`src/rtl/pc_redirect_unit.sv`:
```
// Fetch PC register with EX-stage redirect handling. A redirect that resolves
// during a stall is parked and applied exactly once when the stall releases.
module pc_redirect_unit #(
  parameter logic [31:0] RESET_PC = 32'h0000_0000
) (
  input  logic        clk_i,
  input  logic        rst_ni,
  input  logic        pc_sel_i,
  input  logic [31:0] branch_target_i,
  input  logic        ex_valid_i,
  input  logic        stall_i,
  output logic [31:0] pc_o,
  output logic [31:0] pc_plus4_o,
  output logic        flush_if_id_o,
  output logic        flush_id_ex_o,
  output logic        redirect_pending_o,
  output logic [15:0] taken_count_o
);

  typedef enum logic {
    RUN  = 1'b0,
    PEND = 1'b1
  } state_e;

  state_e      state_q, state_d;
  logic [31:0] pc_q, pc_d;
  logic [31:0] pend_target_q, pend_target_d;
  logic [15:0] taken_count_q, taken_count_d;

  logic        take;
  logic        flush;
  logic [31:0] aligned_target;
  logic [31:0] pc_plus4;
  logic [1:0]  unused_tgt_bits;

  assign take            = ex_valid_i & pc_sel_i;
  assign aligned_target  = {branch_target_i[31:2], 2'b00};
  assign unused_tgt_bits = branch_target_i[1:0];
  assign pc_plus4        = pc_q + 32'd4;

  // In PEND the frozen EX instruction already redirected once, so the live
  // PC_SEL/BRANCH_TARGET are deliberately ignored until the stall releases.
  always_comb begin
    state_d       = state_q;
    pc_d          = pc_q;
    pend_target_d = pend_target_q;
    taken_count_d = taken_count_q;
    flush         = 1'b0;
    unique case (state_q)
      RUN: begin
        if (!stall_i) begin
          if (take) begin
            pc_d          = aligned_target;
            flush         = 1'b1;
            taken_count_d = taken_count_q + 16'd1;
          end else begin
            pc_d = pc_plus4;
          end
        end else if (take) begin
          pend_target_d = aligned_target;
          state_d       = PEND;
        end
      end
      PEND: begin
        if (!stall_i) begin
          pc_d          = pend_target_q;
          flush         = 1'b1;
          taken_count_d = taken_count_q + 16'd1;
          state_d       = RUN;
        end
      end
      default: state_d = RUN;
    endcase
  end

  always_ff @(posedge clk_i or negedge rst_ni) begin
    if (!rst_ni) begin
      state_q       <= RUN;
      pc_q          <= RESET_PC;
      pend_target_q <= 32'h0000_0000;
      taken_count_q <= 16'h0000;
    end else begin
      state_q       <= state_d;
      pc_q          <= pc_d;
      pend_target_q <= pend_target_d;
      taken_count_q <= taken_count_d;
    end
  end

  // Flushes are gated by reset so a live take during reset cannot leak out.
  assign flush_if_id_o      = flush & rst_ni;
  assign flush_id_ex_o      = flush & rst_ni;
  assign pc_o               = pc_q;
  assign pc_plus4_o         = pc_plus4;
  assign redirect_pending_o = (state_q == PEND);
  assign taken_count_o      = taken_count_q;

endmodule
```
`config.mk`:
```
export PLATFORM = sky130hd
export DESIGN_NAME = pc_redirect_unit
export DESIGN_NICKNAME = d
export VERILOG_FILES = /design/src/rtl/pc_redirect_unit.sv
export SDC_FILE = /design/constraint.sdc
export NUM_CORES = 1
export LEC_CHECK = 0
export CAP_MARGIN = 5
export CORE_ASPECT_RATIO = 0.75
export CORE_MARGIN = 1.5
export CORE_UTILIZATION = 44
export CTS_CLUSTER_DIAMETER = 30
export DETAILED_ROUTE_END_ITERATION = 8
export HOLD_SLACK_MARGIN = 0.03
export PLACE_DENSITY = 0.83
export SYNTH_ARGS = -nofsm -noshare
export SYNTH_HDL_FRONTEND = slang
export SYNTH_SLANG_ARGS = --single-unit
```
`constraint.sdc`:
```
create_clock -name clk_i -period 1.55 [get_ports clk_i]
set_input_delay 0.155 -clock clk_i [delete_from_list [all_inputs] [get_ports clk_i]]
set_output_delay 0.155 -clock clk_i [all_outputs]
set_load 0.02 [all_outputs]
```
==> results of run 1 <==
-- sequential cells by signal, indices dropped and copies added (netlist names) --
| name | count |
|---|---|
| pend_target_q | 30 |
| taken_count_o | 16 |
| redirect_pending_o | 1 |
| pc_o | 30 |
-- cell type report --
type	count	share of cell area, %
timing repair buffer	230	28.5
inverter	16	0.798
clock inverter	4	0.631
tap	132	2.19
multi-input combinational	335	38.5
clock buffer	12	3.41
sequential	77	25.9
-- through the flow --
| stage | hold slack, ns | TNS [ns] | setup slack (ns) | instance area, um^2 | total power [mW] |
|---|---|---|---|---|---|
| after global placement | 0.255 | -26.07 | -0.570 | 6330 | 5.94 |
| after global routing | 0.287 | -19.15 | -0.653 | 7530 | 8.99 |
| after floorplan | -0.141 | -4.26 | -0.189 | 4590 | 4.40 |
| after CTS | 0.210 | -11.82 | -0.460 | 7090 | 8.24 |
| after detailed placement | 0.257 | -29.26 | -0.619 | 6330 | 6.09 |
| final | 0.214 | -15.83 | -0.534 | 7530 | 8.69 |
-- path summary, 6_finish.rpt --
| path | from | endpoint | slack, ns |
|---|---|---|---|
| max reg2reg | pc_o[20] | pc_o[28] | -0.40 |
| min in group asynchronous | rst_ni | pend_target_q[28] | 0.43 |
| max | pc_o[20] | pc_plus4_o[28] | -0.53 |
| min reg2reg | taken_count_o[15] | taken_count_o[15] | 0.48 |
| min | stall_i | pc_o[2] | 0.21 |
| max in group asynchronous | rst_ni | pc_o[9] | 0.74 |
-- layer usage --
layer | part of all wire, % | track usage (%) | up-vias
li1 | - | - | 2036
met1 | 38 | 36.2 | 2377
met2 | 47 | 52.0 | 380
met3 | 9.8 | 8.44 | 81
met4 | 4.6 | 13.5 | 0
met5 | 0 | 0 | -
-- critical path, delay by kind of cell, from the launching register on --
kind / cells / cell delay [ns]
simple gates: 3 / 0.70
flops: 1 / 0.38
buf+inv: 2 / 0.33
xor+xnor: 1 / 0.18
-- cell usage after synthesis (5+ instances only) --
cell / number / share of area [%]
and3_1: 11 / 1.6
a21oi_1: 41 / 4.7
clkbuf_1: 22 / 1.9
xor2_1: 11 / 2.2
o22ai_1: 9 / 1.3
xnor2_1: 32 / 6.5
nand3_1: 13 / 1.5
mux2_2: 31 / 8.1
nand2_1: 42 / 3.6
nor3_1: 6 / 0.70
o21ai_0: 33 / 3.8
and4_1: 5 / 1.0
inv_1: 16 / 1.4
nor3b_1: 12 / 2.1
nand4_1: 10 / 1.4
dfrtp_1: 77 / 45
nor2_1: 27 / 2.3
buf_4: 5 / 0.87
o31a_1: 11 / 2.2
-- cells by family (layout without fill, tap and decap cells) --
group / Yosys count / after routing / synth area share [%]
buffers and inverters: 49 / 262 / 4.78
flip-flops: 77 / 77 / 44.6
multiplexers: 32 / 32 / 8.31
other: 1 / 4 / 0.0868
AO/OA/AOI/OAI: 113 / 113 / 15.6
adder cells (fa/ha/maj): 2 / 2 / 0.579
XOR/XNOR: 43 / 43 / 8.72
AND/OR/NAND/NOR: 141 / 141 / 17.3
-- power breakdown --
group | total, mW | switching (mW) | leakage [nW] | internal, mW
combinational | 3.69 | 2.01 | 2.35 | 1.69
sequential | 2.81 | 0.380 | 0.922 | 2.43
clock | 2.18 | 0.853 | 0.149 | 1.33
-- what timing repair did --
| item | 4_1_cts | 5_1_grt |
|---|---|---|
| cloned | 0 | 0 |
| setup endpoints to repair | 106 | 92 |
| endpoints found under the hold margin | 77 | 0 |
| buffers inserted | 31 | 21 |
| resized for setup | 287 | 93 |
| hold buffers | 1 | 0 |
| pin swaps | 44 | 48 |
==> summary.md, run 1 <==
| Metric | Value |
|---|---|
| Largest net degree at the start of global routing | 78 |
| Tot GR Track Use | a little over 30% |
| Iteration-0 DRC count of the detailed router | 500 |
| Final worst slack | -0.534 ns |
| CTS Buffer Depth | 2 |
| Synth warn | 0 |
| Maxcap violations | 0 |
| Post-detail-place hpwl | a little under 10 mm |
| Crit. End Element | primary output |
| Initial antenna violation count | 0 |
| Die area | 10,400 um^2 |
| Number of flops mapped to enable cells by yosys | 0 |
| Layout area overhead | 74.3% |
| Nets | between 700 and 800 |
| VDD IR max | between 0.0008 and 0.0009 V |
| Clock root buffer | clkbuf_16 |
| RSZ-0062 raised after global routing | true |
| Combined area of the multi-input logic cells | 2900 um^2 |
| Pwr Density | about 1200 nW/um^2 |
| Vias in the first global route | 4,690 |
| Dominant synthesized flop cell | dfrtp_1 |
| Syn_area_per_cell | ~9.4 um^2 |
| Total wire length | ~18 mm |
| Final Max Slew Viols | 0 |
| Commonest non-fill, non-tap cells in the layout | buf_4 (89), dfrtp_1 (57), buf_6 (49), nand2_1 (37), dlygate4sd2_1 (37) |
| Critical path class | reg2out |
| First-pass GRT wire length | ~24 mm |
| Sequential area share after synthesis | roughly 45% |
| Global route overflow | 0 |
| FF+latch count, synth | just under 80 |
| Drt drc | 0 |
| Fmax | ~0.48 GHz |
| Commonest non-fill, non-tap cell in the layout | buf_4 |
| Slew Limit Headroom | about half |
| Critical Path Start Type | register |
| Crit path max fanout | 7 |
| Final core utilization | 78.3% |
| Leakage power | between 3 and 4 nW |
| Final setup viols | 53 |
| CTS Buf Count | 9 |
| Routability cong. | approximately 0.85 |
| Antenna viol nets, final | 0 |
| Layout Cells excl Fill | slightly above 800 |
| Async set-reset flop share out of synthesis | 100% |
| Port bufs | roughly 110 |
| Fillers | about 560 |
| Site Rows | 31 |
| Antenna Diode Count | 0 |
| Post-route minimum period | about 2.1 ns |
| Worst path slowest cell | dfrtp_2 |
| Mapped cell area | 4320 um^2 |
| Via density | ~6 |
| Worst stage delay on the critical path | 0.38 ns |
| Status | finished with violations |
| Hold path depth | 3 |
| Tcrit/Tclk final | 134% |
| Core area | a little under 10,000 um^2 |
| Final hold violations | 0 |
| Htree depth | 3 |
| DR WL/cell | roughly 22 um |
| Initial core utilization | between 40% and 50% |
| Share of cells above drive strength 1 | between 40 and 50% |
| CTS sink cnt | 77 |
| Height of the die | between 80 and 90 um |
| CTS tree | done |
| DRT Pass-1 Iters | 6 |
| Clk_lat worst skew | approximately 0.34 ns |
| # IOs | between 100 and 150 |
| Placed cell count | between 700 and 800 |
| Post-Synthesis Cells | 458 |
| Slew @ Worst Pin | 0.721 ns |
| CP required | ~1.4 ns |
| Fin Clk Skew | roughly 0.0075 ns |
| CP cell instances | and4_4 > and4bb_1 > buf_6 > nand4_1 > xnor2_2 > buf_4 |
| Worst EP arrival | about 1.9 ns |
| Die width | 117 um |
| Distinct cells, synth | 46 |
| Clock slew at reported path FFs | ~0.06 ns |
| Via count | slightly below 5,000 |
| Failing checks | setup timing |
| Worst min path class | in2reg |
| R2R cell count | 8 |
| Reg area | just under 2000 um^2 |
Power figures use the tool's default switching activity.
==> run 2, diff against run 1 <==
--- a/config.mk
+++ b/config.mk
@@ -13,6 +13,7 @@
 export DETAILED_ROUTE_END_ITERATION = 8
 export HOLD_SLACK_MARGIN = 0.03
 export PLACE_DENSITY = 0.83
+export SLEW_MARGIN = 30
 export SYNTH_ARGS = -nofsm -noshare
 export SYNTH_HDL_FRONTEND = slang
 export SYNTH_SLANG_ARGS = --single-unit
==> results of run 2 <==
Final layout, timing and power as in run 1 (identical DEF).
==> run 3, diff against run 2 <==
--- a/config.mk
+++ b/config.mk
@@ -5,14 +5,16 @@
 export SDC_FILE = /design/constraint.sdc
 export NUM_CORES = 1
 export LEC_CHECK = 0
+export ABC_AREA = 1
 export CAP_MARGIN = 5
 export CORE_ASPECT_RATIO = 0.75
 export CORE_MARGIN = 1.5
-export CORE_UTILIZATION = 44
+export CORE_UTILIZATION = 28
 export CTS_CLUSTER_DIAMETER = 30
 export DETAILED_ROUTE_END_ITERATION = 8
 export HOLD_SLACK_MARGIN = 0.03
-export PLACE_DENSITY = 0.83
+export PLACE_DENSITY = 0.59
+export RECOVER_POWER = 100
 export SLEW_MARGIN = 30
 export SYNTH_ARGS = -nofsm -noshare
 export SYNTH_HDL_FRONTEND = slang
==> run 3 against run 2 <==
- the flow still finishes with violations (setup timing)
- global-route usage fell by 11 points
- clock power shrank 4%
- register-to-register slack improved by 0.02 ns
- wire length fell by 10%
- core utilization is 33 points lower
- maximum frequency is 5.9% higher
- sequential share of layout area rose by 0.44 points
- clock skew grew 0.0030 ns
- critical path type unchanged
- largest power group unchanged
==> summary.md, run 3 <==
| Metric | Value |
|---|---|
| Critical Path Start Type | register |
| Leakage power | about 3.5 nW |
| Sequential area share after synthesis | about two fifths |
| DR WL/cell | roughly 15 um |
| Total wire length | roughly 16 mm |
| Setup crit end | pc_plus4_o[19] |
| DRT Pass-1 Iters | 4 |
| CTS tree | done |
| Pwr Density | about 1100 nW/um^2 |
| Layout area overhead | 59.6% |
| Final Max Slew Viols | 0 |
| Most numerous cell in the Yosys netlist | nand2_1 |
| Slew @ Worst Pin | around 0.76 ns |
| Failing checks | setup timing |
| Crit path max fanout | 6 |
| Initial core utilization | between 20 and 30% |
| Synth warn | 0 |
| Mapped cell area | between 4000 and 5000 um^2 |
| Nets | just under 900 |
| Initial antenna violation count | 0 |
| Placed cell count | between 1,000 and 1,500 |
| Site Rows | 40 |
| CTS Buf Count | 9 |
| Layout Cells excl Fill | 1,050 |
| Share of cells above drive strength 1 | 29.4% |
| Design area | around 7300 um^2 |
| Commonest non-fill, non-tap cells in the layout | nand2_1 (127), dfrtp_1 (74), inv_1 (73), a21oi_1 (70), buf_4 (70) |
| Post-DP Area | 6530 um^2 |
| Flop-to-flop setup slack | -0.38 ns |
| Maxcap violations | 0 |
| Async set-reset flop share out of synthesis | 100% |
| Post-detail-place hpwl | ~11 mm |
| CP startpoint | pc_o[3] |
| CTS Buffer Depth | 2 |
| First-pass GRT wire length | 24.7 mm |
| Via count | just under 5,000 |
| Leading area contributor after synthesis | dfrtp_1 |
| Final hold violations | 0 |
| Iteration-0 DRC count of the detailed router | 246 |
| Number of flops mapped to enable cells by yosys | 0 |
| Syn_area_per_cell | roughly 7.3 um^2 |
| Clock root buffer | clkbuf_16 |
| Final setup viols | 69 |
| Slew Limit Headroom | about half |
| Top cells by area, synth | dfrtp_1 (42%), nand2_1 (13%), a21oi_1 (8.2%), inv_1 (5.8%), nor2_1 (4.6%) |
| Drt drc | 0 |
| Yosys top cell area share | 42.0% |
| FF+latch count, synth | just under 80 |
| Via density | 4.71 |
| Hold slack | 0.399 ns |
| Tcrit/Tclk final | 127% |
| Dominant synthesized flop cell | dfrtp_1 |
| Final core utilization | a little under half |
| CP required | approximately 1.4 ns |
| Clk_lat worst skew | 0.34 ns |
| Global route overflow | 0 |
| Critical path class | reg2out |
| Antenna viol nets, final | 0 |
| Fin Setup TNS | -11.89 ns |
| Die area | 17,200 um^2 |
| R2R cell count | 12 |
| Vias in the first global route | between 4,000 and 5,000 |
| # IOs | 120 |
| Largest net degree at the start of global routing | between 70 and 80 |
| Distinct cells, synth | 35 |
| VDD IR max | ~0.0007 V |
| Fmax | between 0.5 and 0.6 GHz |
| Status | finished with violations |
| Fillers | 1,672 |
| Fin Clk Skew | 0.0106 ns |
| RSZ-0062 raised after global routing | true |
| Tot GR Track Use | between 10% and 20% |
| Top cells by count, synth | nand2_1 (165), dfrtp_1 (77), a21oi_1 (75) |
| Commonest non-fill, non-tap cell in the layout | nand2_1 |
| CTS sink cnt | 77 |
| Height of the die | between 100 and 150 um |
| R2R Path Start | pc_o[3] |
| Worst min path class | in2reg |
| Routability cong. | between 0.8 and 0.9 |
| Post-Synthesis Cells | about 630 |
| Core area | ~16,000 um^2 |
| Worst EP arrival | 1.81 ns |
| Crit. End Element | primary output |
| Antenna Diode Count | 0 |
| Htree depth | 3 |
| Worst r2r dst | pc_o[19] |
| Die width | around 150 um |
| Clock slew at reported path FFs | 0.07 ns |
| Post-route minimum period | between 1.5 and 2 ns |
| Final worst slack | -0.418 ns |
| Port bufs | ~110 |
[run 3: changes by cell type in the layout (fill, tap and decap cells not counted), sizes merged, moves of 27 or more]
| cell | before | now |
|---|---|---|
| nand2 | 42 | 174 |
| inv | 16 | 74 |
| nor2 | 28 | 70 |
| a21oi | 41 | 75 |
| buf | 148 | 114 |
| clkbuf | 14 | 45 |
| mux2 | 31 | 1 |
| nand3 | 14 | 41 |
[run 3: where the power goes]
| group | switching [mW] | internal (mW) | total (mW) |
|---|---|---|---|
| registers | 0.328 | 2.38 | 2.71 |
| logic | 1.92 | 1.46 | 3.38 |
| clock network | 0.878 | 1.22 | 2.10 |
| total | 3.12 | 5.06 | 8.19 |
[run 3: kinds of logic after synthesis]
group | count (synthesis) | share of synthesized area (%)
simple gates | 296 | 28.8
compound gates | 129 | 14.7
buf+inv | 103 | 9.79
flops | 77 | 42.0
xor+xnor | 20 | 3.82
fa+ha+maj | 2 | 0.545
other cells | 1 | 0.0817
mux | 1 | 0.245
[run 3: through the flow]
| stage | power, mW | worst slack [ns] |
|---|---|---|
| finish | 8.19 | -0.418 |
| floorplan | 4.25 | -0.0684 |
| detailed placement | 5.90 | -0.489 |
| global placement | 5.89 | -0.462 |
| CTS | 8.13 | -0.409 |
| global route | 8.67 | -0.505 |
[run 3: what timing repair did]
item                       in CTS  in global routing
setup buffers                  22                 14
hold buffers                    1                  0
gates resized for setup       254                 92
pin swaps                      31                 33
setup endpoints to repair      79                 68
hold endpoints to repair       77                  0
[run 3: cell type report]
class	count	area, um^2	share of cell area, %
Clock inverter	2	16.3	0.222
Inverter	75	282	3.84
Sequential cell	77	1930	26.4
Clock buffer	14	274	3.74
Multi-Input combinational cell	452	2660	36.3
Tap cell	210	263	3.59
Timing Repair Buffer	220	1900	25.9
[run 3: critical path, cell delays in order, from the launching register on]
cell and delay, ns:
dfrtp_2 0.39, buf_4 0.12, nand2_2 0.05, nor2_4 0.16, nand2_4 0.14, nor2_4 0.20, nand3b_1 0.15, nand2_2 0.13
buf_6 0.13
[run 3: layer usage]
layer / share of wire (%) / up-vias / track usage [%]
met5: 0 / - / 0
met4: 0.83 / 0 / 4.60
met3: 6.7 / 12 / 3.80
met2: 44 / 165 / 28.2
met1: 48 / 2346 / 27.8
li1: - / 2427 / -
[run 3: worst min path at each step]
stage,startpoint,end,slack (ns),cells past startpoint
2_1_floorplan,rst_ni,pc_o[10],-0.14,0
3_3_place_gp,rst_ni,pc_o[16],0.29,2
3_5_place_dp,rst_ni,pend_target_q[16],0.29,2
4_1_cts,branch_target_i[6],pend_target_q[6],0.39,3
5_1_grt,branch_target_i[13],pend_target_q[13],0.41,3
6_report,branch_target_i[13],pend_target_q[13],0.40,3
